==> config.mk <==
export PLATFORM = sky130hd
export DESIGN_NAME = mdu_ctrl
export DESIGN_NICKNAME = d
export VERILOG_FILES = /design/src/rtl/mdu_ctrl_pkg.sv /design/src/rtl/mdu_arith.sv /design/src/rtl/mdu_ctrl.sv
export SDC_FILE = /design/constraint.sdc
export NUM_CORES = 2
export LEC_CHECK = 0
export CAP_MARGIN = 10
export CORE_MARGIN = 2
export CORE_UTILIZATION = 34
export CTS_CLUSTER_DIAMETER = 100
export CTS_CLUSTER_SIZE = 14
export DETAILED_ROUTE_END_ITERATION = 8
export GPL_TIMING_DRIVEN = 0
export MAX_ROUTING_LAYER = met4
export PLACE_DENSITY = 0.52
export SETUP_SLACK_MARGIN = 0.05
export SYNTH_ARGS = -nofsm -noshare
export SYNTH_HDL_FRONTEND = slang
export SYNTH_SLANG_ARGS = --single-unit
==> constraint.sdc <==
create_clock -name clk -period 188.6 [get_ports clk]
set_clock_uncertainty 0.15 [all_clocks]
set_input_delay 28.29 -clock clk [delete_from_list [all_inputs] [get_ports clk]]
set_output_delay 28.29 -clock clk [all_outputs]
set_load 0.02 [all_outputs]
==> src/rtl/mdu_ctrl_pkg.sv <==
// rtl/mdu_ctrl_pkg.sv - shared CPU constants for the multiply/divide unit
//
// md_op encodings and default busy lengths, shared with the decoder.
// There are nine op names but only eight 3-bit codes, so MD_NONE aliases MD_MULT.
// This is harmless because MULT only acts together with start.
// A NONE code on an idle pipeline slot is always driven with start=0.
package mdu_ctrl_pkg;

  localparam logic [2:0] MD_MULT  = 3'd0;
  localparam logic [2:0] MD_NONE  = 3'd0;
  localparam logic [2:0] MD_MULTU = 3'd1;
  localparam logic [2:0] MD_DIV   = 3'd2;
  localparam logic [2:0] MD_DIVU  = 3'd3;
  localparam logic [2:0] MD_MTHI  = 3'd4;
  localparam logic [2:0] MD_MTLO  = 3'd5;
  localparam logic [2:0] MD_MFHI  = 3'd6;
  localparam logic [2:0] MD_MFLO  = 3'd7;

  localparam int MUL_CYCLES_DEF = 5;
  localparam int DIV_CYCLES_DEF = 10;

  // Ops that launch a multi-cycle operation when paired with start.
  function automatic logic is_md_start_op(input logic [2:0] op);
    return (op == MD_MULT) || (op == MD_MULTU) || (op == MD_DIV) || (op == MD_DIVU);
  endfunction

  function automatic logic is_md_div_op(input logic [2:0] op);
    return (op == MD_DIV) || (op == MD_DIVU);
  endfunction

endpackage

==> src/rtl/mdu_arith.sv <==
// rtl/mdu_arith.sv - combinational multiply/divide datapath for the MDU
//
// Ports:
//   op          in   3   MULT/MULTU/DIV/DIVU selects the operation
//   a, b        in  32   operands (rs, rt)
//   hi, lo      out 32   product[63:32]/[31:0], or remainder/quotient
//   div_by_zero out  1   DIV/DIVU with b == 0 (hi/lo are then don't-care)
module mdu_arith
  import mdu_ctrl_pkg::*;
(
  input  logic [2:0]  op,
  input  logic [31:0] a,
  input  logic [31:0] b,
  output logic [31:0] hi,
  output logic [31:0] lo,
  output logic        div_by_zero
);

  logic        signed_op;
  logic        a_neg;
  logic        b_neg;
  logic [31:0] a_mag;
  logic [31:0] b_mag;
  logic [63:0] prod_mag;
  logic [63:0] prod;
  logic [31:0] q_mag;
  logic [31:0] r_mag;
  logic [31:0] quot;
  logic [31:0] rem;

  // Signed operations run on magnitudes and fix the signs afterwards.
  // As a result, 0x80000000 / -1 wraps to 0x80000000 with no special case.
  // Truncation toward zero comes from the unsigned divide on the magnitudes.
  // The remainder takes the sign of the dividend.
  always_comb begin
    signed_op   = (op == MD_MULT) || (op == MD_DIV);
    a_neg       = signed_op & a[31];
    b_neg       = signed_op & b[31];
    a_mag       = a_neg ? (32'd0 - a) : a;
    b_mag       = b_neg ? (32'd0 - b) : b;

    prod_mag    = {32'd0, a_mag} * {32'd0, b_mag};
    prod        = (a_neg ^ b_neg) ? (64'd0 - prod_mag) : prod_mag;

    div_by_zero = is_md_div_op(op) && (b == 32'd0);
    q_mag       = 32'd0;
    r_mag       = 32'd0;
    if (b_mag != 32'd0) begin
      q_mag = a_mag / b_mag;
      r_mag = a_mag % b_mag;
    end
    quot        = (a_neg ^ b_neg) ? (32'd0 - q_mag) : q_mag;
    rem         = a_neg ? (32'd0 - r_mag) : r_mag;

    if (is_md_div_op(op)) begin
      hi = rem;
      lo = quot;
    end else begin
      hi = prod[63:32];
      lo = prod[31:0];
    end
  end

endmodule

==> src/rtl/mdu_ctrl.sv <==
// rtl/mdu_ctrl.sv - multiply/divide unit control: FSM, busy counter, HI/LO
//
// Ports:
//   clk, reset   in   1   rising-edge clock, synchronous active-high reset
//   start        in   1   E-stage MULT/MULTU/DIV/DIVU issue strobe
//   md_op        in   3   MDU operation code (mdu_ctrl_pkg encodings)
//   rs_val       in  32   forwarded rs operand
//   rt_val       in  32   forwarded rt operand
//   d_md_use     in   1   D-stage instruction uses the MDU
//   busy         out  1   multi-cycle operation in progress
//   stall_req    out  1   freeze PC/IF-ID and bubble ID-EX
//   md_rd        out 32   HI for MFHI, LO for MFLO, else 0
module mdu_ctrl
  import mdu_ctrl_pkg::*;
#(
  parameter int MUL_CYCLES = MUL_CYCLES_DEF,
  parameter int DIV_CYCLES = DIV_CYCLES_DEF
) (
  input  logic        clk,
  input  logic        reset,
  input  logic        start,
  input  logic [2:0]  md_op,
  input  logic [31:0] rs_val,
  input  logic [31:0] rt_val,
  input  logic        d_md_use,
  output logic        busy,
  output logic        stall_req,
  output logic [31:0] md_rd
);

  localparam int MAX_CYCLES = (DIV_CYCLES > MUL_CYCLES) ? DIV_CYCLES : MUL_CYCLES;
  localparam int CNT_W      = $clog2(MAX_CYCLES + 1);

  localparam logic [CNT_W-1:0] MUL_CNT = CNT_W'(MUL_CYCLES);
  localparam logic [CNT_W-1:0] DIV_CNT = CNT_W'(DIV_CYCLES);
  localparam logic [CNT_W-1:0] CNT_ONE = CNT_W'(1);

  localparam logic [1:0] ST_IDLE = 2'd0;
  localparam logic [1:0] ST_MUL  = 2'd1;
  localparam logic [1:0] ST_DIV  = 2'd2;

  logic [1:0]       state;
  logic [CNT_W-1:0] cnt;
  logic [31:0]      hi_q;
  logic [31:0]      lo_q;
  logic [2:0]       op_q;
  logic [31:0]      a_q;
  logic [31:0]      b_q;

  logic [31:0]      res_hi;
  logic [31:0]      res_lo;
  logic             res_dbz;

  // The arithmetic runs on the latched operands.
  // The result therefore stays stable for the whole busy window.
  // It is committed only on the final busy cycle.
  mdu_arith u_arith (
    .op          (op_q),
    .a           (a_q),
    .b           (b_q),
    .hi          (res_hi),
    .lo          (res_lo),
    .div_by_zero (res_dbz)
  );

  always_ff @(posedge clk) begin
    if (reset) begin
      state <= ST_IDLE;
      cnt   <= '0;
      hi_q  <= 32'd0;
      lo_q  <= 32'd0;
      op_q  <= MD_NONE;
      a_q   <= 32'd0;
      b_q   <= 32'd0;
    end else begin
      case (state)
        ST_IDLE: begin
          if (start && is_md_start_op(md_op)) begin
            op_q  <= md_op;
            a_q   <= rs_val;
            b_q   <= rt_val;
            cnt   <= is_md_div_op(md_op) ? DIV_CNT : MUL_CNT;
            state <= is_md_div_op(md_op) ? ST_DIV : ST_MUL;
          end else if (md_op == MD_MTHI) begin
            hi_q <= rs_val;
          end else if (md_op == MD_MTLO) begin
            lo_q <= rs_val;
          end
        end
        ST_MUL, ST_DIV: begin
          // Start and MTHI/MTLO are deliberately ignored here.
          // The pipeline stall keeps them from arriving while busy.
          cnt <= cnt - CNT_ONE;
          if (cnt == CNT_ONE) begin
            state <= ST_IDLE;
            if (!res_dbz) begin
              hi_q <= res_hi;
              lo_q <= res_lo;
            end
          end
        end
        default: state <= ST_IDLE;
      endcase
    end
  end

  always_comb begin
    busy      = (state == ST_MUL) || (state == ST_DIV);
    stall_req = d_md_use & (start | busy);
    md_rd     = 32'd0;
    if (md_op == MD_MFHI) begin
      md_rd = hi_q;
    end else if (md_op == MD_MFLO) begin
      md_rd = lo_q;
    end
  end

endmodule

======== Word-level counts from Yosys, hierarchy flattened ========
Index checks and enable logic that the tools add are counted.
word-level totals
  register bits ........................... 137
  bits of input ports ..................... 71
operators by class
  add/subtract/negate cells ............... 6
  multipliers ............................. 1
  divide/modulo/power cells ............... 2
  equal/unequal tests ..................... 19
  multiplexer cells ....................... 29
  bitwise gates (word level) .............. 5
  reduce and logical (&&, ||, !) cells .... 21
operator list
  operator                                           count
  two-way mux 32 bit                                 19
  case mux 32 bit (2 select lines)                   2
  subtractor 1 x 32 -> 32 bit, first input constant  4
  multiplier 32 x 32 -> 64 bit                       1
  two-way mux 64 bit                                 1
  subtractor 1 x 64 -> 64 bit, first input constant  1
  divider 32 x 32 -> 32 bit                          1
  logical NOT 32 bit                                 1
  remainder unit 32 x 32 -> 32 bit                   1
  nonzero test 32 bit                                1
  inequality test 2 bit, second input constant       7
  == test 3 x 2 -> 1 bit, second input constant      4
  == test 3 bit, second input constant               4
  two-way mux 4 bit                                  2
  case mux 4 bit (2 select lines)                    1
  logical OR 1 bit                                   7
  logical NOT 3 bit                                  2
  two-way mux 2 bit                                  3
  AND reduction 2 bit                                3
  AND reduction 6 bit                                1
  AND reduction 5 bit                                1
  == test 4 x 1 -> 1 bit, second input constant      1
  case mux 2 bit (2 select lines)                    1
  subtractor 4 x 1 -> 4 bit, second input constant   1
  other kinds (10)                                   13

======== Logic depth before layout (Yosys ltp) ========
  depth in word-level cells ............... 12
  mapped depth ............................ 383
  depth with buffers taken out ............ 354

======== Cells and area by module ========
Synthesis repeated with hierarchy kept, for this count alone.
second synthesis, totals
  cells, all modules ...................... 10,244
  area total of the unflattened synthesis .. 76,078.0 sq um
modules (own cells, without submodules)
  module     times used  cells an instance  area each (sq um)  seq. area each (sq um)
  mdu_arith  1           9,561              69,725.6           0.0
  mdu_ctrl   1           683                6,352.3            2,742.6

======== Worst setup path before layout ========
Ideal clock, no wire load.
  path type ............................... register to register
  start point ............................. register b_q[0]
  end point ............................... register hi_q[26]
  arrival time ............................ 78,893 ps
  data required time ...................... 188,359 ps
  path slack .............................. 109,466 ps
  cell stages (with the launch flop) ...... 351
  period minus slack after synthesis ...... 79,134 ps
  cells stage by stage .................... dfxtp_1 > clkbuf_1 > inv_1 > clkbuf_1 > ha_1 > inv_1 > or4_1 > buf_2 > o21ai_1 > nand4_1 > nor4_4 > nand4_4 > nor3_4 > a31oi_1 > a31oi_1 > ha_1 > o21a_1 > nor2_1 > [315 not listed] > inv_1 > or2_2 > or3_1 > o311a_1 > a21oi_1 > a31o_2 > clkbuf_1 > clkbuf_1 > clkbuf_1 > a211oi_1 > a21oi_1 > nand3b_2 > or4_1 > nor2_1 > a31oi_1 > xor2_1 > o211ai_1 > a311oi_1
between the ends
  word-level cells in the longest chain between the ends .. 10
  elaborated cells on any way between the ends .. 18
RTL lines
  element                                                                         RTL line                          RTL
  from (decl)                                                                     mdu_ctrl.sv:48                    logic [31:0] b_q;
  from (signal assigned)                                                          mdu_ctrl.sv:81                    b_q <= rt_val;
  subtractor 1 x 32 -> 32 bit                                                     mdu_arith.sv:40                   b_mag = b_neg ? (32'd0 - b) : b;
  two-way mux 32 bit                                                              mdu_arith.sv:40
  remainder unit 32 x 32 -> 32 bit / nonzero test 32 bit (equally long branches)  mdu_arith.sv:50, mdu_arith.sv:48
  two-way mux 32 bit                                                              mdu_arith.sv:48                   if (b_mag != 32'd0) begin
  subtractor 1 x 32 -> 32 bit                                                     mdu_arith.sv:53                   rem = a_neg ? (32'd0 - r_mag) : r_mag;
  two-way mux 32 bit                                                              mdu_arith.sv:53
  two-way mux 32 bit                                                              mdu_arith.sv:55                   if (is_md_div_op(op)) begin
  two-way mux 32 bit                                                              mdu_ctrl.sv:96                    if (!res_dbz) begin
  two-way mux 32 bit                                                              mdu_ctrl.sv:94                    if (cnt == CNT_ONE) begin
  case mux 32 bit (2 select lines)                                                mdu_ctrl.sv:76                    case (state)
  to (signal assigned)                                                            mdu_ctrl.sv:85                    hi_q <= rs_val;
  to (signal assigned)                                                            mdu_ctrl.sv:97                    hi_q <= res_hi;
  to (decl)                                                                       mdu_ctrl.sv:44                    logic [31:0] hi_q;
Parallel ways exist; a longest one is shown, timed or not. The select of a mux whose other input is x is not followed.
A chain may end at the register's enable or synchronous reset.

======== Worst setup path after layout ========
  start point ............................. register a_q[0]
  end point ............................... register hi_q[29]
between the ends
  word-level cells in the longest chain between the ends .. 10
  elaborated cells on any way between the ends .. 13
RTL lines
  element                               RTL line         RTL
  from (decl)                           mdu_ctrl.sv:47   logic [31:0] a_q;
  from (signal assigned)                mdu_ctrl.sv:80   a_q <= rs_val;
  subtractor 1 x 32 -> 32 bit           mdu_arith.sv:39  a_mag = a_neg ? (32'd0 - a) : a;
  two-way mux 32 bit (*)                mdu_arith.sv:39
  remainder unit 32 x 32 -> 32 bit      mdu_arith.sv:50  r_mag = a_mag % b_mag;
  two-way mux 32 bit                    mdu_arith.sv:48
  subtractor 1 x 32 -> 32 bit           mdu_arith.sv:53
  two-way mux 32 bit                    mdu_arith.sv:53
  two-way mux 32 bit (*)                mdu_arith.sv:55
  two-way mux 32 bit (*)                mdu_ctrl.sv:96
  two-way mux 32 bit (*)                mdu_ctrl.sv:94
  case mux 32 bit (2 select lines) (*)  mdu_ctrl.sv:76
Mark *: on every way between the ends. The rest lies on a longest branch, timed or not. The select of a mux whose other input is x is not followed.

==> metrics <==
Post-Syn Nets 12200; Vias per Instance 6.21; cell count after synthesis 10400; Iteration-0 DRC Markers 10700; clock latency on the worst-skew pair 0.51 ns; DIE WIDTH 477 um; antenna-violating nets left 0; first-pass iteration count of the detailed router 6; category of the worst setup path capture point register; worst path arrival time 131.62 ns; worst slew margin relative to its limit -0.0240; main area contributors after synthesis fa_1 (24%), ha_1 (13%), nand2_1 (8.3%); placeable core region 0.222 sq mm; number of fillers in the final layout 24100; via count of the first global-routing pass 81000; CTS tree done; highest clock frequency the design can meet 7.61 MHz; via total after detailed routing 84800; type of origin of the critical path register; largest stage delay on the critical path 1.18 ns; maximum fanout along the worst path 11; hpwl dp 429000 um; max-cap violation count 2; flip-flop and latch count after synthesis 137; post-synth cell types 129; max-slew violations 11; failing checks capacitance limit, slew limit; most used cell along the critical path clkbuf_1; post-synth top area cell fa_1; share of final-layout standard cells stronger than drive strength 1 0.0501; overall die height 477 um; number of port buffers 104; # clock sinks 137; final estimated routing congestion in global placement 1.09; global route total overflow 0; minimum clock period after layout 131.41 ns; measured slew at the worst slew-check pin 1.54 ns; Placed Area 0.0830 sq mm; YS warnings 0; proportion of synthesized flip-flops having asynchronous set or reset 0; starting density of the core 0.342; largest net degree at the start of global routing 34; number of CTS-inserted buffers 17; number of synthesized flops with an enable pin 0; global-route wire length before repair 681000 um; number of H-tree branching levels 4; root buffer cell clkbuf_16; Synth Area per Inst 7.32 sq um; required time worst endpoint 188.81 ns; combined area of all synthesized cells 0.0761 sq mm; routed wire length 508000 um; Primary FF master, synth dfxtp_1; Gates resized, CTS repair 0; share of the clock period used by the worst path 0.697; hold buffer count at cts 0; Die Outline Area 0.228 sq mm; DRC 0; outcome finished with violations; clock slew at the register clock pins of the worst setup and hold paths 0.09 ns; Cell Rows 173; final design instance area without fill 0.0838 sq mm; accumulated negative setup slack 0 ns; Final Hold Vio Count 0; postcts setup bufs 0; Post-layout nets 12400; placed cells 13600; sequential area share after synthesis 0.0361; standard cell with the maximum stage delay on the critical path a311oi_1; Global Route Usage Sum 0.445; area overhead of the layout relative to synthesis 10.2%; routed len/inst 37.2 um; Final Instance Count excl. Fillers 13700; type of the most critical hold path reg -> reg; top-level port count 105; setup repair after global routing missed its margin false; fraction of post-synthesis cell area in the top cell type by area 0.236; maximum buffer depth of the clock tree 2; type of the worst setup path reg -> reg; number of antenna violations at the first check in global routing 63; number of setup violations in the final report 0
==> kinds of logic (layout without fill, tap and decap cells) <==
logic type | Yosys count | count (layout) | synth area share
flip-flops | 137 | 137 | 0.0361
other | 0 | 59 | 0
AO/OA/AOI/OAI | 2452 | 2452 | 0.212
XOR/XNOR | 586 | 586 | 0.0675
adder cells (fa/ha/maj) | 1702 | 1702 | 0.368
multiplexers | 63 | 63 | 0.00895
AND/OR/NAND/NOR | 3768 | 3768 | 0.222
buffers and inverters | 1688 | 1925 | 0.0849
==> critical path, delay by kind of cell, from the launching register on <==
| kind | cells | cell delay, ns |
|---|---|---|
| buf+inv | 62 | 31.83 |
| flops | 1 | 0.39 |
| fa+ha+maj | 32 | 13.04 |
| mux | 5 | 1.86 |
| compound gates | 136 | 50.71 |
| simple gates | 111 | 32.38 |
| xor+xnor | 2 | 0.30 |
==> final timing paths <==
| path | cells past startpoint | slack [ns] | endpoint | startpoint |
|---|---|---|---|---|
| setup / recovery | 348 | 57.19 | hi_q[29] | a_q[0] |
| hold / removal | 2 | 0.31 | lo_q[13] | lo_q[13] |
| hold reg to reg | 2 | 0.31 | lo_q[13] | lo_q[13] |
| setup reg to reg | 348 | 57.19 | hi_q[29] | a_q[0] |
==> metal layers <==
metal  up-vias  global-route usage  wire length [um]
met4         0               0.278             38900
met2      4888               0.647            216000
met1     42900               0.553            204000
li1      35900                   -                 -
met3      1131               0.106             49400
met5         -                   -                 0
==> cell usage in the layout (no fill, tap or decap), types with 68 or more instances in the layout <==
master           count
inv_1             1182
nand4_1             95
and3_1              74
or2_2               70
a21oi_1            740
or3_1               73
nor2b_1             70
o21a_1             124
nand3_1            195
dfxtp_1            137
xnor2_1            328
a211oi_1            87
nor2_1             986
nand2_1           1677
ha_1               805
fa_1               897
clkdlybuf4s50_1    104
clkbuf_1           348
o211ai_1           112
nor3_1             201
xor2_1             221
o21ai_0            431
a21o_1             174
a31oi_1            120
nand2b_1            68
==> sequential cells by signal, indices dropped and copies added, names as in the netlist <==
name and count:
lo_q 32, op_q 3, cnt 4, b_q 32, hi_q 32, a_q 32
state 2
==> per-stage QoR <==
step	util	setup slack (ns)	hold WS (ns)
2_1_floorplan	-	109.47	0.276
3_3_place_gp	0.364	53.91	0.292
3_5_place_dp	0.373	63.04	0.294
4_1_cts	0.376	62.66	0.305
5_1_grt	0.377	56.22	0.337
6_report	0.377	57.19	0.306
==> synth_stat cells (all sizes together), types with 26 or more instances <==
library cell,count
o221ai,26
xor2,238
dfxtp,137
a211oi,93
or4,34
buf,100
nand2b,68
clkbuf,370
nor2b,70
fa,897
nand3,200
inv,1205
nand2,1682
a22o,42
mux2,40
a21oi,748
a221oi,27
nor2,992
o21bai,45
a211o,26
o21ai,462
a311oi,43
nor3,213
o31ai,57
o22ai,37
or2,73
nand4,99
a31oi,121
o21a,125
and2,51
and3,75
a2111oi,26
a21o,174
a21boi,28
o211ai,117
xnor2,348
or3,75
nor4,55
ha,805
==> area by class of cell <==
| cell class | count | area (sq um) | area share |
|---|---|---|---|
| inverters | 1218 | 4610 | 0.0550 |
| plain buffers | 470 | 1930 | 0.0231 |
| clock inverters | 15 | 173 | 0.00206 |
| diodes | 59 | 148 | 0.00176 |
| clock buffers | 17 | 425 | 0.00508 |
| repair buffers | 205 | 2740 | 0.0327 |
| flip-flops and latches | 137 | 2740 | 0.0327 |
| multi-input cells | 8571 | 67300 | 0.803 |
| well taps | 2975 | 3720 | 0.0444 |
Power is left out: the tool's default activity adds up to more than one toggle a clock period on the data nets, which glitch-free logic cannot reach.
